==> config.mk <==
export PLATFORM = sky130hd
export DESIGN_NAME = ascon_perm_core
export DESIGN_NICKNAME = d
export VERILOG_FILES = /design/src/rtl/ascon_pkg.sv /design/src/rtl/ascon_round.sv /design/src/rtl/ascon_perm_core.sv
export SDC_FILE = /design/constraint.sdc
export NUM_CORES = 2
export LEC_CHECK = 0
export ABC_CLOCK_PERIOD_IN_PS = 3200
export BUFFER_PORTS_ARGS = -buffer_cell sky130_fd_sc_hd__buf_2
export CAP_MARGIN = 15
export CORE_AREA = 2 2 250 252
export CTS_BUF_LIST = sky130_fd_sc_hd__clkbuf_2 sky130_fd_sc_hd__clkbuf_4 sky130_fd_sc_hd__clkbuf_8
export CTS_CLUSTER_SIZE = 28
export DETAILED_ROUTE_END_ITERATION = 6
export DIE_AREA = 0 0 252 254
export HOLD_SLACK_MARGIN = 0.06
export PLACE_DENSITY = 0.82
export REMOVE_ABC_BUFFERS = 1
export SLEW_MARGIN = 20
export SYNTH_ARGS = -nofsm -noshare
export SYNTH_HDL_FRONTEND = slang
export SYNTH_SLANG_ARGS = --single-unit
==> constraint.sdc <==
create_clock -name clk -period 3.2 [get_ports clk]
set_input_delay 0.64 -clock clk [delete_from_list [all_inputs] [get_ports clk]]
set_output_delay 0.64 -clock clk [all_outputs]
set_load 0.005 [all_outputs]
==> src/rtl/ascon_pkg.sv <==
// ascon_pkg: shared constants, state encoding and helpers for the ASCON permutation core.
// Contents: lane width, round constant table C[0:11], per-lane rotation pairs,
//           FSM state enum, mode-to-round-count and rotate-right helpers.
package ascon_pkg;

    localparam int LANE_W = 64;
    localparam int ROUNDS = 12;

    // Round constant for round index i (0..11); p^a starts at index 12-a.
    localparam logic [7:0] RC [ROUNDS] = '{
        8'hf0, 8'he1, 8'hd2, 8'hc3, 8'hb4, 8'ha5,
        8'h96, 8'h87, 8'h78, 8'h69, 8'h5a, 8'h4b
    };

    // Linear layer rotation pairs, lane x0..x4.
    localparam int ROT_A [5] = '{19, 61, 1, 10, 7};
    localparam int ROT_B [5] = '{28, 39, 6, 17, 41};

    typedef enum logic [1:0] {
        ST_IDLE = 2'd0,
        ST_RUN  = 2'd1,
        ST_DONE = 2'd2
    } state_e;

    // Reserved code 3 falls back to the full 12-round permutation.
    function automatic logic [3:0] mode_rounds(input logic [1:0] mode);
        return (mode == 2'd1) ? 4'd8 : (mode == 2'd2) ? 4'd6 : 4'd12;
    endfunction

    // Out-of-range indices only occur while the chain idles; they add nothing.
    function automatic logic [LANE_W-1:0] round_const(input logic [3:0] rnd);
        return (rnd < 4'd12) ? LANE_W'(RC[rnd]) : '0;
    endfunction

    function automatic logic [LANE_W-1:0] rotr(input logic [LANE_W-1:0] v, input int n);
        return (v >> n) | (v << (LANE_W - n));
    endfunction

endpackage

==> src/rtl/ascon_round.sv <==
// ascon_round: one combinational ASCON round (constant addition, S-box, linear layer).
// Ports: state_in  - 320-bit state {x0..x4}, x0 in [319:256]
//        rnd       - round index 0..11 selecting the constant
//        state_out - state after the round, same packing
module ascon_round
    import ascon_pkg::*;
(
    input  logic [319:0] state_in,
    input  logic [3:0]   rnd,
    output logic [319:0] state_out
);

    logic [LANE_W-1:0] a [5];
    logic [LANE_W-1:0] b [5];
    logic [LANE_W-1:0] t [5];
    logic [LANE_W-1:0] c [5];
    logic [LANE_W-1:0] y [5];
    logic [LANE_W-1:0] z [5];

    always_comb begin
        for (int j = 0; j < 5; j++) begin
            a[j] = state_in[319-LANE_W*j -: LANE_W];
        end
        a[2] = a[2] ^ round_const(rnd);
        // Bitsliced S-box: input mixing, chi-like core, output mixing.
        b[0] = a[0] ^ a[4];
        b[1] = a[1];
        b[2] = a[2] ^ a[1];
        b[3] = a[3];
        b[4] = a[4] ^ a[3];
        for (int j = 0; j < 5; j++) begin
            t[j] = ~b[j] & b[(j+1)%5];
        end
        for (int j = 0; j < 5; j++) begin
            c[j] = b[j] ^ t[(j+1)%5];
        end
        y[0] = c[0] ^ c[4];
        y[1] = c[1] ^ c[0];
        y[2] = ~c[2];
        y[3] = c[3] ^ c[2];
        y[4] = c[4];
        for (int j = 0; j < 5; j++) begin
            z[j] = y[j] ^ rotr(y[j], ROT_A[j]) ^ rotr(y[j], ROT_B[j]);
            state_out[319-LANE_W*j -: LANE_W] = z[j];
        end
    end

endmodule

==> src/rtl/ascon_perm_core.sv <==
// ascon_perm_core: iterated ASCON permutation p^12/p^8/p^6 with valid/ready on both sides.
// Ports: clk, rst_n (async active-low)
//        in_valid/in_ready/in_mode/in_state   - request side (mode 0:12, 1:8, 2:6, 3:12 rounds)
//        out_valid/out_ready/out_state        - result side, held until accepted
//        busy                                 - high while rounds are executing
// UNROLL (1 or 2) rounds are chained per clock.
module ascon_perm_core
    import ascon_pkg::*;
#(
    parameter int UNROLL = 1
) (
    input  logic         clk,
    input  logic         rst_n,
    input  logic         in_valid,
    output logic         in_ready,
    input  logic [1:0]   in_mode,
    input  logic [319:0] in_state,
    output logic         out_valid,
    input  logic         out_ready,
    output logic [319:0] out_state,
    output logic         busy
);

    if (!(UNROLL == 1 || UNROLL == 2)) begin : g_bad_unroll
        $error("ascon_perm_core: UNROLL must be 1 or 2");
    end

    localparam logic [3:0] STEP = 4'(UNROLL);

    state_e        state_q, state_d;
    logic [3:0]    rnd_q, rnd_d;
    logic [319:0]  st_q, st_d;
    logic          out_valid_q, busy_q;
    logic [319:0]  chain [UNROLL+1];
    logic          accept;

    assign chain[0] = st_q;

    for (genvar g = 0; g < UNROLL; g++) begin : g_round
        ascon_round u_round (
            .state_in  (chain[g]),
            .rnd       (rnd_q + 4'(g)),
            .state_out (chain[g+1])
        );
    end

    // DONE admits a new request in the same cycle the result is taken, so no idle bubble.
    assign in_ready = rst_n & ((state_q == ST_IDLE) | ((state_q == ST_DONE) & out_ready));
    assign accept   = in_valid & in_ready;

    always_comb begin
        state_d = state_q;
        rnd_d   = rnd_q;
        st_d    = st_q;
        if (accept) begin
            state_d = ST_RUN;
            rnd_d   = 4'd12 - mode_rounds(in_mode);
            st_d    = in_state;
        end else if (state_q == ST_RUN) begin
            st_d    = chain[UNROLL];
            rnd_d   = rnd_q + STEP;
            state_d = (rnd_q + STEP == 4'd12) ? ST_DONE : ST_RUN;
        end else if (state_q == ST_DONE && out_ready) begin
            state_d = ST_IDLE;
        end
    end

    always_ff @(posedge clk or negedge rst_n) begin
        if (!rst_n) begin
            state_q     <= ST_IDLE;
            rnd_q       <= '0;
            st_q        <= '0;
            out_valid_q <= 1'b0;
            busy_q      <= 1'b0;
        end else begin
            state_q     <= state_d;
            rnd_q       <= rnd_d;
            st_q        <= st_d;
            out_valid_q <= (state_d == ST_DONE);
            busy_q      <= (state_d == ST_RUN);
        end
    end

    assign out_valid = out_valid_q;
    assign busy      = busy_q;
    assign out_state = st_q;

endmodule

==> impl_results.html <==
<table>
<tr><th>Metric</th><th>Value</th></tr>
<tr><th colspan="2">Route</th></tr>
<tr><td>DRC viols</td><td>0</td></tr>
<tr><td>Final routed wire length divided by cell count</td><td>29.52 um</td></tr>
<tr><td>DR vias/cell</td><td>5.944</td></tr>
<tr><td>Antenna-violating nets left</td><td>0</td></tr>
<tr><td>Via total after detailed routing</td><td>29122</td></tr>
<tr><td>Violation count after the first detailed-routing iteration</td><td>3755</td></tr>
<tr><td>Length of the first detailed-routing pass in iterations</td><td>6</td></tr>
<tr><td>Sum of routed wire length over all layers</td><td>144600 um</td></tr>
<tr><th colspan="2">Synth</th></tr>
<tr><td>Simple-gate portion of the synthesized area</td><td>9.502%</td></tr>
<tr><td>Proportion of synthesized flip-flops having asynchronous set or reset</td><td>100.0%</td></tr>
<tr><td>Post-synthesis sequential area ratio</td><td>27.79%</td></tr>
<tr><td>Count of unique library cells instantiated by Yosys</td><td>44</td></tr>
<tr><td>Area fraction in compound gates after synthesis</td><td>13.48%</td></tr>
<tr><td>Flip-flop cell with the highest count after synthesis</td><td>dfrtp_1</td></tr>
<tr><td>Multiplexer fraction of the synthesized cell area</td><td>0.5126%</td></tr>
<tr><td>Syn Area/Cell</td><td>9.104 um^2</td></tr>
<tr><td>Count of flip-flops with a built-in enable after synthesis</td><td>0</td></tr>
<tr><td>Synthesized instance count</td><td>3244</td></tr>
<tr><td>Post-synthesis cell area</td><td>29530 um^2</td></tr>
<tr><td>Xor and xnor fraction of the mapped netlist area</td><td>38.14%</td></tr>
<tr><td>Dominant combinational cell family by area after synthesis</td><td>XOR/XNOR gates</td></tr>
<tr><td>Fraction of the mapped netlist area in adder cells</td><td>6.668%</td></tr>
<tr><td>Synthesis warning total</td><td>0</td></tr>
<tr><td>Number of register bits inferred by synthesis</td><td>328</td></tr>
<tr><th colspan="2">Min path</th></tr>
<tr><td>Hold path startpoint</td><td>in_state[97]</td></tr>
<tr><td>Path class of the lowest-slack min-delay path</td><td>in -&gt; reg</td></tr>
<tr><td>Hold-critical path depth</td><td>3</td></tr>
<tr><td>Worst min-delay path endpoint</td><td>out_state[97]</td></tr>
<tr><th colspan="2">Global route</th></tr>
<tr><td>Gr usage total</td><td>44.41%</td></tr>
<tr><td>Initial antenna violation count</td><td>10</td></tr>
<tr><td>Pin count of the biggest net entering global routing</td><td>131</td></tr>
<tr><td>Aggregate global routing overflow</td><td>0</td></tr>
<tr><td>Number of global-route vias before repair</td><td>27635</td></tr>
<tr><td>Wire length of the first global-routing pass</td><td>200400 um</td></tr>
<tr><th colspan="2">Floorplan</th></tr>
<tr><td>Full die area</td><td>64010 um^2</td></tr>
<tr><td>Floorplan die height</td><td>254 um</td></tr>
<tr><td>Horizontal extent of the die</td><td>252 um</td></tr>
<tr><td>Effective utilization at floorplan</td><td>48.21%</td></tr>
<tr><td>Row count</td><td>91</td></tr>
<tr><td>I/O pins</td><td>649</td></tr>
<tr><td>Area of the core</td><td>61260 um^2</td></tr>
<tr><th colspan="2">STA</th></tr>
<tr><td>Final worst path period share</td><td>94.60%</td></tr>
<tr><td>Slew headroom</td><td>22.71%</td></tr>
<tr><td>Achievable clock frequency</td><td>330.3 MHz</td></tr>
<tr><td>Final hold slack</td><td>0.1310 ns</td></tr>
<tr><td>Worst Max-Slew Pin Slew</td><td>1.151 ns</td></tr>
<tr><td>Final critical delay including setup and external delays</td><td>3.027 ns</td></tr>
<tr><td>Final setup fails</td><td>0</td></tr>
<tr><td>Clock skew after layout</td><td>0.03932 ns</td></tr>
<tr><td>Number of hold violations in the final report</td><td>0</td></tr>
<tr><td>Unrepaired setup endpoints after global routing</td><td>false</td></tr>
<tr><td>Final number of max-transition violations</td><td>0</td></tr>
<tr><th colspan="2">Cells and area</th></tr>
<tr><td>Final Net Count</td><td>4513</td></tr>
<tr><td>Register area</td><td>8208 um^2</td></tr>
<tr><td>Fraction of final layout cells sized beyond drive strength 1</td><td>24.90%</td></tr>
<tr><td>Area taken by multi-input logic gates</td><td>20220 um^2</td></tr>
<tr><td>Fillers</td><td>5496</td></tr>
<tr><td>Area overhead of the layout relative to synthesis</td><td>24.49%</td></tr>
<tr><th colspan="2">Worst setup path</th></tr>
<tr><td>Required @ worst endpoint</td><td>3.74 ns</td></tr>
<tr><td>Worst-case register-to-register setup slack</td><td>0.17 ns</td></tr>
<tr><td>Startpoint of the most critical register-to-register path</td><td>out_state[215]</td></tr>
<tr><td>Setup CP Type</td><td>reg -&gt; reg</td></tr>
<tr><td>RR Endpoint</td><td>out_state[218]</td></tr>
<tr><td>Reg2Reg Depth</td><td>7</td></tr>
<tr><td>Arrival time reported for the critical path endpoint</td><td>3.57 ns</td></tr>
<tr><td>Startpoint class of the critical path</td><td>flop</td></tr>
<tr><td>Endpoint kind of the worst setup timing path</td><td>flop</td></tr>
<tr><td>Maximum net fanout on the critical path</td><td>5</td></tr>
<tr><th colspan="2">CTS</th></tr>
<tr><td>H-Tree Depth</td><td>2</td></tr>
<tr><td>CTS-repair resized insts</td><td>0</td></tr>
<tr><td>CTS tree</td><td>done</td></tr>
<tr><td>Number of buffers created by CTS</td><td>60</td></tr>
<tr><td>Clock transition at the registers of the reported paths</td><td>0.06 ns</td></tr>
<tr><td>Clock latency of the later-clocked register in the worst-skew pair</td><td>0.72 ns</td></tr>
<tr><td>Total clock sinks</td><td>328</td></tr>
<tr><td>Max clock buf depth</td><td>3</td></tr>
<tr><td>Root Driver</td><td>clkbuf_8</td></tr>
<tr><th colspan="2">Placed design</th></tr>
<tr><td>Routability-driven placement congestion ratio</td><td>1.059</td></tr>
<tr><td>HPWL reported at the end of detailed placement</td><td>118000 um</td></tr>
<tr><td>Count of buffers from port buffering</td><td>648</td></tr>
<tr><th colspan="2">Outcome</th></tr>
<tr><td>Result of the run</td><td>finished clean</td></tr>
<tr><th colspan="2">Job</th></tr>
<tr><td>Max-cap violations</td><td>0</td></tr>
</table>
## timing repair
| action | 4_1_cts | 5_1_grt |
|---|---|---|
| endpoints found under the hold margin | 1 | 0 |
| setup buffers | 0 | 0 |
| hold buffers | 1 | 0 |
## registers in the layout, summed over array words and instances (netlist names)
name,flops
out_valid,1
out_state,320
busy,1
rnd_q,4
state_q,2
## cells by family after synthesis
logic type               count (synthesis)
multiplexers                            15
flip-flops                             328
adder cells (fa/ha/maj)                164
XOR/XNOR                               967
AND/OR/NAND/NOR                        732
buffers and inverters                  301
AO/OA/AOI/OAI                          737
## how the worst max path moves through the flow
stage | start | end | slack, ns | depth (start not counted)
after floorplan | rst_n | out_state[34] | -12.24 | 4
after global placement | rnd_q[2] | out_state[121] | 0.45 | 8
after detailed placement | rnd_q[2] | out_state[121] | 0.38 | 8
after CTS | rnd_q[2] | out_state[121] | 0.37 | 8
after global routing | out_state[215] | out_state[218] | 0.14 | 7
final | out_state[215] | out_state[218] | 0.17 | 7
## layout by cell type, fill, tap and decap left out, types with 3 or more instances in the layout
cell type / count
xor2_1: 191
buf_12: 19
xor3_1: 11
buf_4: 218
inv_1: 162
a21o_1: 5
o22ai_1: 29
o21ai_1: 208
xnor3_1: 184
xnor2_2: 12
inv_2: 3
buf_2: 647
a21oi_1: 290
clkbuf_4: 11
nor3_1: 9
clkbuf_8: 74
nor2b_1: 3
a22oi_1: 78
nor2_1: 303
nand2_1: 402
ha_1: 131
xnor2_1: 568
clkinvlp_4: 3
dfrtp_1: 328
o21ai_0: 115
clkinv_2: 14
mux2i_1: 14
diode_2: 5
o21a_1: 3
bufinv_16: 8
maj3_1: 33
## Yosys cell counts, types with 12 or more instances
library cell	instances	area share, %
a21oi_1	290	4.9
a22oi_1	78	2.0
buf_1	13	0.17
clkbuf_1	111	1.4
dfrtp_1	328	28
ha_1	131	5.5
inv_1	162	2.1
maj3_1	33	1.1
mux2i_1	14	0.47
nand2_1	404	5.1
nor2_1	303	3.9
o21ai_0	115	1.9
o21ai_1	208	3.5
o22ai_1	30	0.64
xnor2_1	568	17
xnor2_2	12	0.66
xnor3_1	184	14
xor2_1	191	5.7
## worst max-delay path, stage by stage, from the launching register on
cell and delay [ns]:
dfrtp_1 0.52, inv_1 0.10, ha_1 0.23, xor2_1 0.18
xnor2_1 0.54, xor2_1 0.28, xnor2_1 0.91, o21ai_1 0.10
## metrics by stage
stage / setup slack (ns) / cells / util, % / area [um^2] / TNS [ns]
after floorplan: -12.24 / 3108 / - / 29000 / -3701.42
after global placement: 0.4529 / 4783 / 57.64 / 35310 / 0
after detailed placement: 0.3843 / 4783 / 57.64 / 35310 / 0
after CTS: 0.3706 / 4894 / 60.00 / 36750 / 0
after global routing: 0.1433 / 4896 / 60.01 / 36760 / 0
final: 0.1726 / 4899 / 60.02 / 36770 / 0
## per-layer routing
layer	global-route usage, %	part of all wire, %	up-vias
li1	-	-	12438
met1	56.41	37	14032
met2	67.27	43	2126
met3	11.34	12	518
met4	28.84	7.9	8
met5	0	0.039	-
## cell type report
type	count	area share, %
Inverter	165	1.685
Sequential cell	328	22.32
Timing Repair Buffer	886	14.36
Multi-Input combinational cell	2615	55.01
Tap cell	790	2.688
Clock inverter	25	0.9052
Clock buffer	85	2.995
Antenna cell	5	0.03403
Power is left out: the tool's default activity adds up to more than one toggle a clock period on the data nets, which glitch-free logic cannot reach.
